**src/rtl/rv_decode_pkg.sv**
```systemverilog
// Shared types for the RISC-V decode stage: opcodes, format codes, stage states and the decoded bundle.
// The optional illegal-instruction flag is compiled in with RV_DECODE_ILLEGAL_EN.
package rv_decode_pkg;

    localparam logic [6:0] OPC_LOAD   = 7'b0000011;
    localparam logic [6:0] OPC_OPIMM  = 7'b0010011;
    localparam logic [6:0] OPC_JALR   = 7'b1100111;
    localparam logic [6:0] OPC_SYSTEM = 7'b1110011;
    localparam logic [6:0] OPC_STORE  = 7'b0100011;
    localparam logic [6:0] OPC_BRANCH = 7'b1100011;
    localparam logic [6:0] OPC_LUI    = 7'b0110111;
    localparam logic [6:0] OPC_AUIPC  = 7'b0010111;
    localparam logic [6:0] OPC_JAL    = 7'b1101111;
    localparam logic [6:0] OPC_OP     = 7'b0110011;

    // FMT_R must stay the zero encoding: register resets rely on it
    typedef enum logic [2:0] {
        FMT_R = 3'd0,
        FMT_I = 3'd1,
        FMT_S = 3'd2,
        FMT_B = 3'd3,
        FMT_U = 3'd4,
        FMT_J = 3'd5
    } fmt_e;

    typedef enum logic [1:0] {
        ST_EMPTY = 2'd0,
        ST_ONE   = 2'd1,
        ST_FULL  = 2'd2
    } stage_state_e;

    typedef struct packed {
        logic [6:0] opcode;
        logic [4:0] rd;
        logic [2:0] funct3;
        logic [4:0] rs1;
        logic [4:0] rs2;
        logic [6:0] funct7;
        fmt_e       fmt;
`ifdef RV_DECODE_ILLEGAL_EN
        logic       illegal;
`endif
    } dec_fields_t;

`ifdef RV_DECODE_ILLEGAL_EN
    // A non-11 low opcode pair never matches a listed opcode, so it lands in the default arm
    function automatic logic is_illegal(input logic [31:0] instr);
        logic bad;
        case (instr[6:0])
            OPC_LOAD, OPC_OPIMM, OPC_JALR, OPC_SYSTEM, OPC_STORE,
            OPC_BRANCH, OPC_LUI, OPC_AUIPC, OPC_JAL:
                bad = 1'b0;
            OPC_OP:
                bad = !((instr[31:25] == 7'b0000000) || (instr[31:25] == 7'b0100000));
            default:
                bad = 1'b1;
        endcase
        return bad;
    endfunction
`endif

endpackage

```
**src/rtl/rv_decode_if.sv**
```systemverilog
// Fetch-side and execute-side handshake bundle of the decode stage.
// out_illegal exists only with RV_DECODE_ILLEGAL_EN.
interface rv_decode_if
    import rv_decode_pkg::*;
#(
    parameter int XLEN = 32,
    parameter int PC_W = 32
) ();

    logic            flush;
    logic            in_valid;
    logic            in_ready;
    logic [31:0]     in_instr;
    logic [PC_W-1:0] in_pc;
    logic            out_valid;
    logic            out_ready;
    logic [PC_W-1:0] out_pc;
    logic [6:0]      out_opcode;
    logic [4:0]      out_rd;
    logic [2:0]      out_funct3;
    logic [4:0]      out_rs1;
    logic [4:0]      out_rs2;
    logic [6:0]      out_funct7;
    logic [XLEN-1:0] out_imm;
    fmt_e            out_fmt;
`ifdef RV_DECODE_ILLEGAL_EN
    logic            out_illegal;
`endif

    // slave: the decode stage; master: fetch + execute around it
    modport slave (
        input  flush, in_valid, in_instr, in_pc, out_ready,
        output in_ready, out_valid, out_pc, out_opcode, out_rd, out_funct3,
               out_rs1, out_rs2, out_funct7, out_imm, out_fmt
`ifdef RV_DECODE_ILLEGAL_EN
        , output out_illegal
`endif
    );

    modport master (
        output flush, in_valid, in_instr, in_pc, out_ready,
        input  in_ready, out_valid, out_pc, out_opcode, out_rd, out_funct3,
               out_rs1, out_rs2, out_funct7, out_imm, out_fmt
`ifdef RV_DECODE_ILLEGAL_EN
        , input out_illegal
`endif
    );

endinterface

```
**src/rtl/rv_imm_gen.sv**
```systemverilog
// Combinational format classifier and immediate generator for the RV base instruction formats.
// The immediate is built at 32 bits and sign-extended from instr[31] to XLEN.
module rv_imm_gen
    import rv_decode_pkg::*;
#(
    parameter int XLEN = 32
) (
    input  logic [31:0]     instr,
    output logic [XLEN-1:0] imm,
    output fmt_e            fmt
);

    logic [31:0] imm32;

    always_comb begin
        fmt   = FMT_R;
        imm32 = '0;
        case (instr[6:0])
            OPC_LOAD, OPC_OPIMM, OPC_JALR, OPC_SYSTEM: begin
                fmt   = FMT_I;
                imm32 = {{20{instr[31]}}, instr[31:20]};
            end
            OPC_STORE: begin
                fmt   = FMT_S;
                imm32 = {{20{instr[31]}}, instr[31:25], instr[11:7]};
            end
            OPC_BRANCH: begin
                fmt   = FMT_B;
                imm32 = {{19{instr[31]}}, instr[31], instr[7], instr[30:25], instr[11:8], 1'b0};
            end
            OPC_LUI, OPC_AUIPC: begin
                fmt   = FMT_U;
                imm32 = {instr[31:12], 12'b0};
            end
            OPC_JAL: begin
                fmt   = FMT_J;
                imm32 = {{11{instr[31]}}, instr[31], instr[19:12], instr[20], instr[30:21], 1'b0};
            end
            default: begin
                fmt   = FMT_R;
                imm32 = '0;
            end
        endcase
    end

    assign imm = XLEN'($signed(imm32));

endmodule

```
**src/rtl/rv_decode_stage.sv**
```systemverilog
// Registered RISC-V decode stage: output register plus one skid slot so in_ready comes from a flop.
// Define RV_DECODE_ILLEGAL_EN to carry an illegal-instruction flag with each entry.
module rv_decode_stage
    import rv_decode_pkg::*;
#(
    parameter int XLEN = 32,
    parameter int PC_W = 32
) (
    input  logic         clk,
    input  logic         rst,
    rv_decode_if.slave   bus
);

    stage_state_e    state_reg, state_next;
    logic            in_ready_reg, in_ready_next;
    logic            out_valid_reg, out_valid_next;

    dec_fields_t     out_fields_reg, out_fields_next;
    logic [XLEN-1:0] out_imm_reg, out_imm_next;
    logic [PC_W-1:0] out_pc_reg, out_pc_next;

    dec_fields_t     skid_fields_reg, skid_fields_next;
    logic [XLEN-1:0] skid_imm_reg, skid_imm_next;
    logic [PC_W-1:0] skid_pc_reg, skid_pc_next;

    dec_fields_t     dec_fields;
    logic [XLEN-1:0] dec_imm;
    fmt_e            dec_fmt;
    logic            in_fire;
    logic            out_fire;

    rv_imm_gen #(
        .XLEN (XLEN)
    ) u_imm_gen (
        .instr (bus.in_instr),
        .imm   (dec_imm),
        .fmt   (dec_fmt)
    );

    always_comb begin
        dec_fields         = '0;
        dec_fields.opcode  = bus.in_instr[6:0];
        dec_fields.rd      = bus.in_instr[11:7];
        dec_fields.funct3  = bus.in_instr[14:12];
        dec_fields.rs1     = bus.in_instr[19:15];
        dec_fields.rs2     = bus.in_instr[24:20];
        dec_fields.funct7  = bus.in_instr[31:25];
        dec_fields.fmt     = dec_fmt;
`ifdef RV_DECODE_ILLEGAL_EN
        dec_fields.illegal = is_illegal(bus.in_instr);
`endif
    end

    assign in_fire  = bus.in_valid && in_ready_reg;
    assign out_fire = out_valid_reg && bus.out_ready;

    always_comb begin
        state_next       = state_reg;
        out_fields_next  = out_fields_reg;
        out_imm_next     = out_imm_reg;
        out_pc_next      = out_pc_reg;
        skid_fields_next = skid_fields_reg;
        skid_imm_next    = skid_imm_reg;
        skid_pc_next     = skid_pc_reg;

        if (bus.flush) begin
            state_next = ST_EMPTY;
        end else begin
            case (state_reg)
                ST_EMPTY: begin
                    if (in_fire) begin
                        out_fields_next = dec_fields;
                        out_imm_next    = dec_imm;
                        out_pc_next     = bus.in_pc;
                        state_next      = ST_ONE;
                    end
                end
                ST_ONE: begin
                    if (in_fire && out_fire) begin
                        out_fields_next = dec_fields;
                        out_imm_next    = dec_imm;
                        out_pc_next     = bus.in_pc;
                    end else if (in_fire) begin
                        // Output slot is stalled: park the new entry behind it
                        skid_fields_next = dec_fields;
                        skid_imm_next    = dec_imm;
                        skid_pc_next     = bus.in_pc;
                        state_next       = ST_FULL;
                    end else if (out_fire) begin
                        state_next = ST_EMPTY;
                    end
                end
                ST_FULL: begin
                    // in_ready is low here, so only a drain can happen
                    if (out_fire) begin
                        out_fields_next = skid_fields_reg;
                        out_imm_next    = skid_imm_reg;
                        out_pc_next     = skid_pc_reg;
                        state_next      = ST_ONE;
                    end
                end
                default: begin
                    state_next = ST_EMPTY;
                end
            endcase
        end

        in_ready_next  = (state_next != ST_FULL);
        out_valid_next = (state_next != ST_EMPTY);
    end

    always_ff @(posedge clk or posedge rst) begin
        if (rst) begin
            state_reg       <= ST_EMPTY;
            in_ready_reg    <= 1'b1;
            out_valid_reg   <= 1'b0;
            out_fields_reg  <= '0;
            out_imm_reg     <= '0;
            out_pc_reg      <= '0;
            skid_fields_reg <= '0;
            skid_imm_reg    <= '0;
            skid_pc_reg     <= '0;
        end else begin
            state_reg       <= state_next;
            in_ready_reg    <= in_ready_next;
            out_valid_reg   <= out_valid_next;
            out_fields_reg  <= out_fields_next;
            out_imm_reg     <= out_imm_next;
            out_pc_reg      <= out_pc_next;
            skid_fields_reg <= skid_fields_next;
            skid_imm_reg    <= skid_imm_next;
            skid_pc_reg     <= skid_pc_next;
        end
    end

    assign bus.in_ready    = in_ready_reg;
    assign bus.out_valid   = out_valid_reg;
    assign bus.out_pc      = out_pc_reg;
    assign bus.out_opcode  = out_fields_reg.opcode;
    assign bus.out_rd      = out_fields_reg.rd;
    assign bus.out_funct3  = out_fields_reg.funct3;
    assign bus.out_rs1     = out_fields_reg.rs1;
    assign bus.out_rs2     = out_fields_reg.rs2;
    assign bus.out_funct7  = out_fields_reg.funct7;
    assign bus.out_imm     = out_imm_reg;
    assign bus.out_fmt     = out_fields_reg.fmt;
`ifdef RV_DECODE_ILLEGAL_EN
    assign bus.out_illegal = out_fields_reg.illegal;
`endif

endmodule
```
**src/flat_wrapper.sv**
```systemverilog
// flat-port wrapper written by rule: the top's interface ports become plain ports
module rv_decode_stage_flat import rv_decode_pkg::*;
#(
    parameter int XLEN = 32,
    parameter int PC_W = 32
)
  (clk, rst, bus_flush, bus_in_valid, bus_in_instr, bus_in_pc, bus_out_ready, bus_in_ready, bus_out_valid, bus_out_pc, bus_out_opcode, bus_out_rd, bus_out_funct3, bus_out_rs1, bus_out_rs2, bus_out_funct7, bus_out_imm, bus_out_fmt);
  rv_decode_if #(.XLEN(XLEN), .PC_W(PC_W)) bus_i ();
  input  logic clk;
  input  logic rst;
  input wire logic [$bits(bus_i.flush)-1:0] bus_flush;
  input wire logic [$bits(bus_i.in_valid)-1:0] bus_in_valid;
  input wire logic [$bits(bus_i.in_instr)-1:0] bus_in_instr;
  input wire logic [$bits(bus_i.in_pc)-1:0] bus_in_pc;
  input wire logic [$bits(bus_i.out_ready)-1:0] bus_out_ready;
  output wire logic [$bits(bus_i.in_ready)-1:0] bus_in_ready;
  output wire logic [$bits(bus_i.out_valid)-1:0] bus_out_valid;
  output wire logic [$bits(bus_i.out_pc)-1:0] bus_out_pc;
  output wire logic [$bits(bus_i.out_opcode)-1:0] bus_out_opcode;
  output wire logic [$bits(bus_i.out_rd)-1:0] bus_out_rd;
  output wire logic [$bits(bus_i.out_funct3)-1:0] bus_out_funct3;
  output wire logic [$bits(bus_i.out_rs1)-1:0] bus_out_rs1;
  output wire logic [$bits(bus_i.out_rs2)-1:0] bus_out_rs2;
  output wire logic [$bits(bus_i.out_funct7)-1:0] bus_out_funct7;
  output wire logic [$bits(bus_i.out_imm)-1:0] bus_out_imm;
  output wire logic [$bits(bus_i.out_fmt)-1:0] bus_out_fmt;
  assign bus_i.flush = bus_flush;
  assign bus_i.in_valid = bus_in_valid;
  assign bus_i.in_instr = bus_in_instr;
  assign bus_i.in_pc = bus_in_pc;
  assign bus_i.out_ready = bus_out_ready;
  assign bus_in_ready = bus_i.in_ready;
  assign bus_out_valid = bus_i.out_valid;
  assign bus_out_pc = bus_i.out_pc;
  assign bus_out_opcode = bus_i.out_opcode;
  assign bus_out_rd = bus_i.out_rd;
  assign bus_out_funct3 = bus_i.out_funct3;
  assign bus_out_rs1 = bus_i.out_rs1;
  assign bus_out_rs2 = bus_i.out_rs2;
  assign bus_out_funct7 = bus_i.out_funct7;
  assign bus_out_imm = bus_i.out_imm;
  assign bus_out_fmt = bus_i.out_fmt;
  rv_decode_stage #(.XLEN(XLEN), .PC_W(PC_W)) u_core (.clk(clk), .rst(rst), .bus(bus_i));
endmodule
```
**config.mk**
```make
export PLATFORM = sky130hd
export DESIGN_NAME = rv_decode_stage_flat
export DESIGN_NICKNAME = d
export VERILOG_FILES = /design/src/rtl/rv_decode_pkg.sv /design/src/rtl/rv_decode_if.sv /design/src/rtl/rv_imm_gen.sv /design/src/rtl/rv_decode_stage.sv /design/src/flat_wrapper.sv
export SDC_FILE = /design/constraint.sdc
export NUM_CORES = 1
export LEC_CHECK = 0
export BUFFER_PORTS_ARGS = -buffer_cell sky130_fd_sc_hd__clkbuf_2
export CAP_MARGIN = 5
export CORE_ASPECT_RATIO = 1.75
export CORE_UTILIZATION = 45
export DETAILED_ROUTE_END_ITERATION = 7
export GPL_TIMING_DRIVEN = 0
export PLACE_DENSITY = 0.75
export SLEW_MARGIN = 30
export SYNTH_ARGS = -nofsm -noshare
export SYNTH_HDL_FRONTEND = slang
export SYNTH_SLANG_ARGS = --single-unit
```
**constraint.sdc**
```tcl
create_clock -name clk -period 7.35 [get_ports clk]
set_input_delay 1.47 -clock clk [delete_from_list [all_inputs] [get_ports clk]]
set_output_delay 1.47 -clock clk [all_outputs]
set_load 0.02 [all_outputs]
```
# After elaboration in Yosys (flattened, before gate mapping)

Index checks and enable logic that the tools add are counted.
W data, S select, Z words.

Register bits after elaboration: 202

Equal/unequal tests: 15
Muxes and demuxes: 21
Bitwise logic cells: 2
Reductions and logical operators: 10

Operator list:

| operator             | count |
|---|---|
| $mux W32             | 6 |
| $pmux W32 S3         | 2 |
| $pmux W32 S5         | 1 |
| $mux W35             | 3 |
| $pmux W35 S3         | 1 |
| $eq A7 B7 Y1 const B | 4 |
| $pmux W3 S5          | 1 |
| $eq A7 B5 Y1 const B | 2 |
| $eq A7 B6 Y1 const B | 2 |
| $mux W2              | 6 |
| $eq A7 B2 Y1 const B | 1 |
| $ne A2 B1 Y1 const B | 3 |
| $pmux W2 S3          | 1 |
| $reduce_and A5 Y1    | 1 |
| $reduce_and A4 Y1    | 1 |
| $reduce_or A4 Y1     | 1 |
| $logic_and A1 B1 Y1  | 3 |
| $reduce_bool A3 Y1   | 1 |
| $eq A2 B1 Y1 const B | 1 |
| $eq A2 B2 Y1 const B | 1 |
| $logic_not A2 Y1     | 1 |
| $ne A2 B2 Y1 const B | 1 |
| $not A1 Y1           | 2 |
| $reduce_bool A2 Y1   | 1 |
| $reduce_or A2 Y1     | 1 |

# Depth between registers and ports, before layout

Word-level depth: 7
Mapped depth: 8

# Hierarchy

A second synthesis with hierarchy kept.

Cells, all modules: 777
Area total of the unflattened synthesis: 9270.1 µm²

By module, submodules not included:

| module          | instances | cells each | area each (µm²) |
|---|---|---|---|
| rv_decode_stage | 1         | 670        | 8592.0 |
| rv_imm_gen      | 1         | 107        | 678.2 |

# Worst setup path before layout

OpenSTA, ideal clock, no wires.

Path kind: in2reg
Start point: input port bus_in_valid
End point: register u_core.out_fields_reg, in the netlist u_core.bus.out_fmt[1]
Library setup time: 132 ps
Data arrival time: 2547 ps
Data required time: 7218 ps
Slack: 4671 ps
Stages on the path: 7
Buffers on the path: 2
Path through: and3b_1 -> nor2_1 -> or3_1 -> buf_2 -> buf_2 -> nand2_1 -> o21ai_1

Longest elaborated chain between the ends: 4

Ends and longest elaborated chain:

| item                            | RTL line               | text |
|---|---|---|
| start: declaration              | flat_wrapper.sv:12     | `input wire logic [$bits(bus_i.in_valid)-1:0] bus_in_valid;` |
| $logic_and A1 B1 Y1 (*)         | rv_decode_stage.sv:54  | `assign in_fire = bus.in_valid && in_ready_reg;` |
| $logic_and A1 B1 Y1             | rv_decode_stage.sv:79  | `if (in_fire && out_fire) begin` |
| $ne A2 B1 Y1 (no line)          | --                     |  |
| $reduce_and A5 Y1 (no line) (*) | --                     |  |
| end signal: assignment          | rv_decode_stage.sv:127 | `out_fields_reg <= out_fields_next;` |
| end: declaration                | rv_decode_stage.sv:18  | `dec_fields_t out_fields_reg, out_fields_next;` |

Every way passes the cells marked *; elsewhere a longest branch is shown, timed or not.
A chain may end at the register's enable or synchronous reset.

# Worst setup path after layout

Start point: input port bus_in_valid
End point: register u_core.out_imm_reg[28], in the netlist u_core.bus.out_imm[28]

Longest elaborated chain between the ends: 4

Ends and longest elaborated chain:

| item                            | RTL line               | text |
|---|---|---|
| $logic_and A1 B1 Y1 (*)         | rv_decode_stage.sv:54  |  |
| $logic_and A1 B1 Y1             | rv_decode_stage.sv:79  |  |
| $ne A2 B1 Y1 (no line)          | --                     |  |
| $reduce_and A5 Y1 (no line) (*) | --                     |  |
| end signal: assignment          | rv_decode_stage.sv:128 | `out_imm_reg <= out_imm_next;` |
| end: declaration                | rv_decode_stage.sv:19  | `logic [XLEN-1:0] out_imm_reg, out_imm_next;` |

Marks and branches as above.

==> summary.md <==
| Metric | Value |
|---|---|
| FFs w/ async S/R, synth | `1.00` |
| Commonest non-fill, non-tap cells in the layout | `nand2_1, dfrtp_1, clkbuf_2, nor2_1, a31oi_1` |
| Post-DRT Antenna Nets | `0` |
| Comb power frac | `0.263` |
| Synth top area share | `0.573` |
| Initial DRC count | `535` |
| Worst Setup Start Kind | `input port` |
| Initial antenna violation count | `2` |
| Power Density | `340 mW/mm^2` |
| Leading area contributor after synthesis | `dfrtp_1` |
| Hpwl dp | `between 15 and 20 mm` |
| Drt drc | `0` |
| H-tree levels | `1` |
| Unrepaired setup endpoints after global routing | `false` |
| Crit path DAT | `approximately 3300 ps` |
| FMAX | `354 MHz` |
| Total power | `approximately 0.0036 W` |
| Commonest non-fill, non-tap cell in the layout | `nand2_1` |
| Vias per std cell | `5.43` |
| Flop pwr share | `0.467` |
| Gate Count Post-Synth | `1023` |
| CTS Sinks | `202` |
| Die H | `187 um` |
| Switching share of total power | `0.343` |
| Clock power frac | `0.270` |
| Multi-input gate area | `0.00336 mm^2` |
| Pin count of the biggest net entering global routing | `between 70 and 80` |
| Core area | `~0.019 mm^2` |
| Starting Density | `0.460` |
| Post-CTS Hold Fix Bufs | `0` |
| Reg2Reg Launch Point | `u_core.bus.in_ready$_DFF_PP1_` |
| CP Max Fanout | `10` |
| Number of port buffers | `around 170` |
| Drt pass-1 iters | `5` |
| Worst setup path start | `bus_in_valid` |
| RR Endpoint | `u_core.bus.out_imm[28]$_DFFE_PP0P_` |
| Tmin final | `2820 ps` |
| Worst Max-Slew Pin Slew | `701 ps` |
| GRT Total Usage | `0.263` |
| DP Cell Count | `1435` |
| Top_reg_cell synth | `dfrtp_1` |
| # Max-Cap Violations | `0` |
| Drt total wl | `between 20 and 30 mm` |
| Status | `complete, no violations` |
| Max Slew Vio Count | `0` |
| Layout Cells excl Fill | `1470` |
| Reg2reg path depth | `6` |
| Req. time, crit path | `7770 ps` |
| Vias in the first global route | `between 7000 and 8000` |
| Worst Skew | `15.2 ps` |
| Setup-failing EPs final | `0` |
| Clk slew on worst S/H paths | `60 ps` |
| #FFs+latches synth | `202` |
| Total grt overflow | `0` |
| Yosys warnings | `0` |
| Filler Cells Inserted | `1785` |
| Post-CTS setup buffer count | `0` |
| Max FFs per register | `35` |
| Die Width | `between 100 and 150 um` |
| Crit share post-route | `0.384` |
| Via count | `around 8000` |
| Register area share after synthesis | `0.576` |
| First-pass GRT wire length | `41.0 mm` |
| Max_slew headroom | `0.533` |
| Final Net Count | `1284` |
| Synth area leaders | `dfrtp_1, nand2_1, a31oi_1, nor2_1, o21ai_0` |
| Clock Path Buffers | `3` |
| Post-synth EDFFs | `0` |
| Layout cell share with drive strength beyond 1 | `0.200` |
| Post-cts sizing count | `0` |
| Crit path capture type | `flop` |
| Row count | `67` |
| Internal power | `0.00237 W` |
| Post-detailed-route wirelength per cell | `17.7 um` |
| Final Hold Viols | `0` |
| Area Overhead vs Synth | `20.7%` |
| HP Class | `reg -> reg` |
| I/O pin total | `170` |
| Psw | `0.00124 W` |
| Setup crit end | `u_core.bus.out_imm[28]$_DFFE_PP0P_` |
| Leakage | `5.19 nW` |
| Register area | `0.00506 mm^2` |
| Syn_nets | `around 1100` |
| Clk root buf | `clkbuf_16` |
| Clk Latency, worst-skew pair | `~500 ps` |
| Die area | `between 0.02 and 0.025 mm^2` |
| Worst-case vdd ir drop | `181 uV` |
| CTS tree | `done` |
| Synth Cell Area | `between 0.008 and 0.009 mm^2` |
| CP Class | `in -> reg` |
| Avg Cell Area, Syn | `8.59 um^2` |
| CTS Buf Count | `19` |
| Reg2reg setup slack | `5060 ps` |
| Unique masters post-synth | `45` |
| Gpl congestion | `0.895` |
metrics by stage:
step                area [um^2]  setup TNS [ps]  setup slack, ps  utilization  hold WS (ps)
finish                    10600               0             4530        0.555           473
global route              10600               0             4420        0.555           493
CTS                       10600               0             4540        0.554           477
detailed placement         9990               0             4020        0.523           462
global placement           9930         -370480            -1860        0.520           457
floorplan                  8780               0              371            -           445
worst max-delay path, stage by stage:
cell and delay, ps:
clkbuf_2 90, and3b_1 210, nor2_1 110, nor3_4 480
clkbuf_1 490, o21ai_0 230, o21ai_1 170
layer usage:
| metal | wire [um] | vias to the layer above | track usage | part of all wire |
|---|---|---|---|---|
| met4 | 1150 | 0 | 0.133 | 0.044 |
| li1 | - | 3768 | - | - |
| met2 | 13600 | 282 | 0.469 | 0.52 |
| met3 | 1390 | 70 | 0.0317 | 0.053 |
| met1 | 9820 | 3858 | 0.304 | 0.38 |
| met5 | 0 | - | 0 | 0 |
final cells by class:
cell class / instances / share of cell area
Antenna cell: 2 / 0.000472
Buffer: 73 / 0.0333
Clock buffer: 30 / 0.0525
Clock inverter: 3 / 0.00413
Inverter: 3 / 0.00177
Multi-Input combinational cell: 745 / 0.317
Sequential cell: 202 / 0.477
Tap cell: 241 / 0.0284
Timing Repair Buffer: 171 / 0.0850
power groups by stage:
stage                     Clock (W)  Combinational (W)  Sequential [W]
after floorplan                   0           0.000437         0.00185
after global routing        0.00103            0.00106         0.00172
after global placement            0           0.000927         0.00169
after CTS                  0.000985           0.000958         0.00168
after detailed placement          0           0.000953         0.00170
final                      0.000975           0.000949         0.00168
synthesized netlist by cell type (3+ instances only):
master	count
o211ai_1	4
dfrtp_1	201
o21ai_0	42
nand2b_1	4
and3_1	16
a31oi_1	82
a21oi_1	32
buf_4	4
buf_6	3
buf_2	32
nand3_1	15
o21ai_1	25
nand2_1	390
inv_1	3
clkbuf_1	32
nor2_1	103
worst min path at each step:
stage | cells after the start | startpoint | endpoint
floorplan | 2 | u_core.skid_fields_reg[2]$_DFFE_PP0P_ | u_core.skid_fields_reg[2]$_DFFE_PP0P_
global placement | 2 | u_core.skid_pc_reg[14]$_DFFE_PP0P_ | u_core.skid_pc_reg[14]$_DFFE_PP0P_
detailed placement | 2 | u_core.skid_pc_reg[18]$_DFFE_PP0P_ | u_core.skid_pc_reg[18]$_DFFE_PP0P_
CTS | 2 | u_core.skid_pc_reg[12]$_DFFE_PP0P_ | u_core.skid_pc_reg[12]$_DFFE_PP0P_
global route | 2 | u_core.skid_pc_reg[18]$_DFFE_PP0P_ | u_core.skid_pc_reg[18]$_DFFE_PP0P_
finish | 2 | u_core.skid_pc_reg[12]$_DFFE_PP0P_ | u_core.skid_pc_reg[12]$_DFFE_PP0P_
cells by family after synthesis:
kind of cell    count (synthesis)  share of synthesized area
mux                             2                    0.00228
compound gates                200                      0.133
xor+xnor                        1                   0.000997
flops                         202                      0.576
simple gates                  542                      0.247
buf+inv                        76                     0.0414
Power figures use the tool's default switching activity.
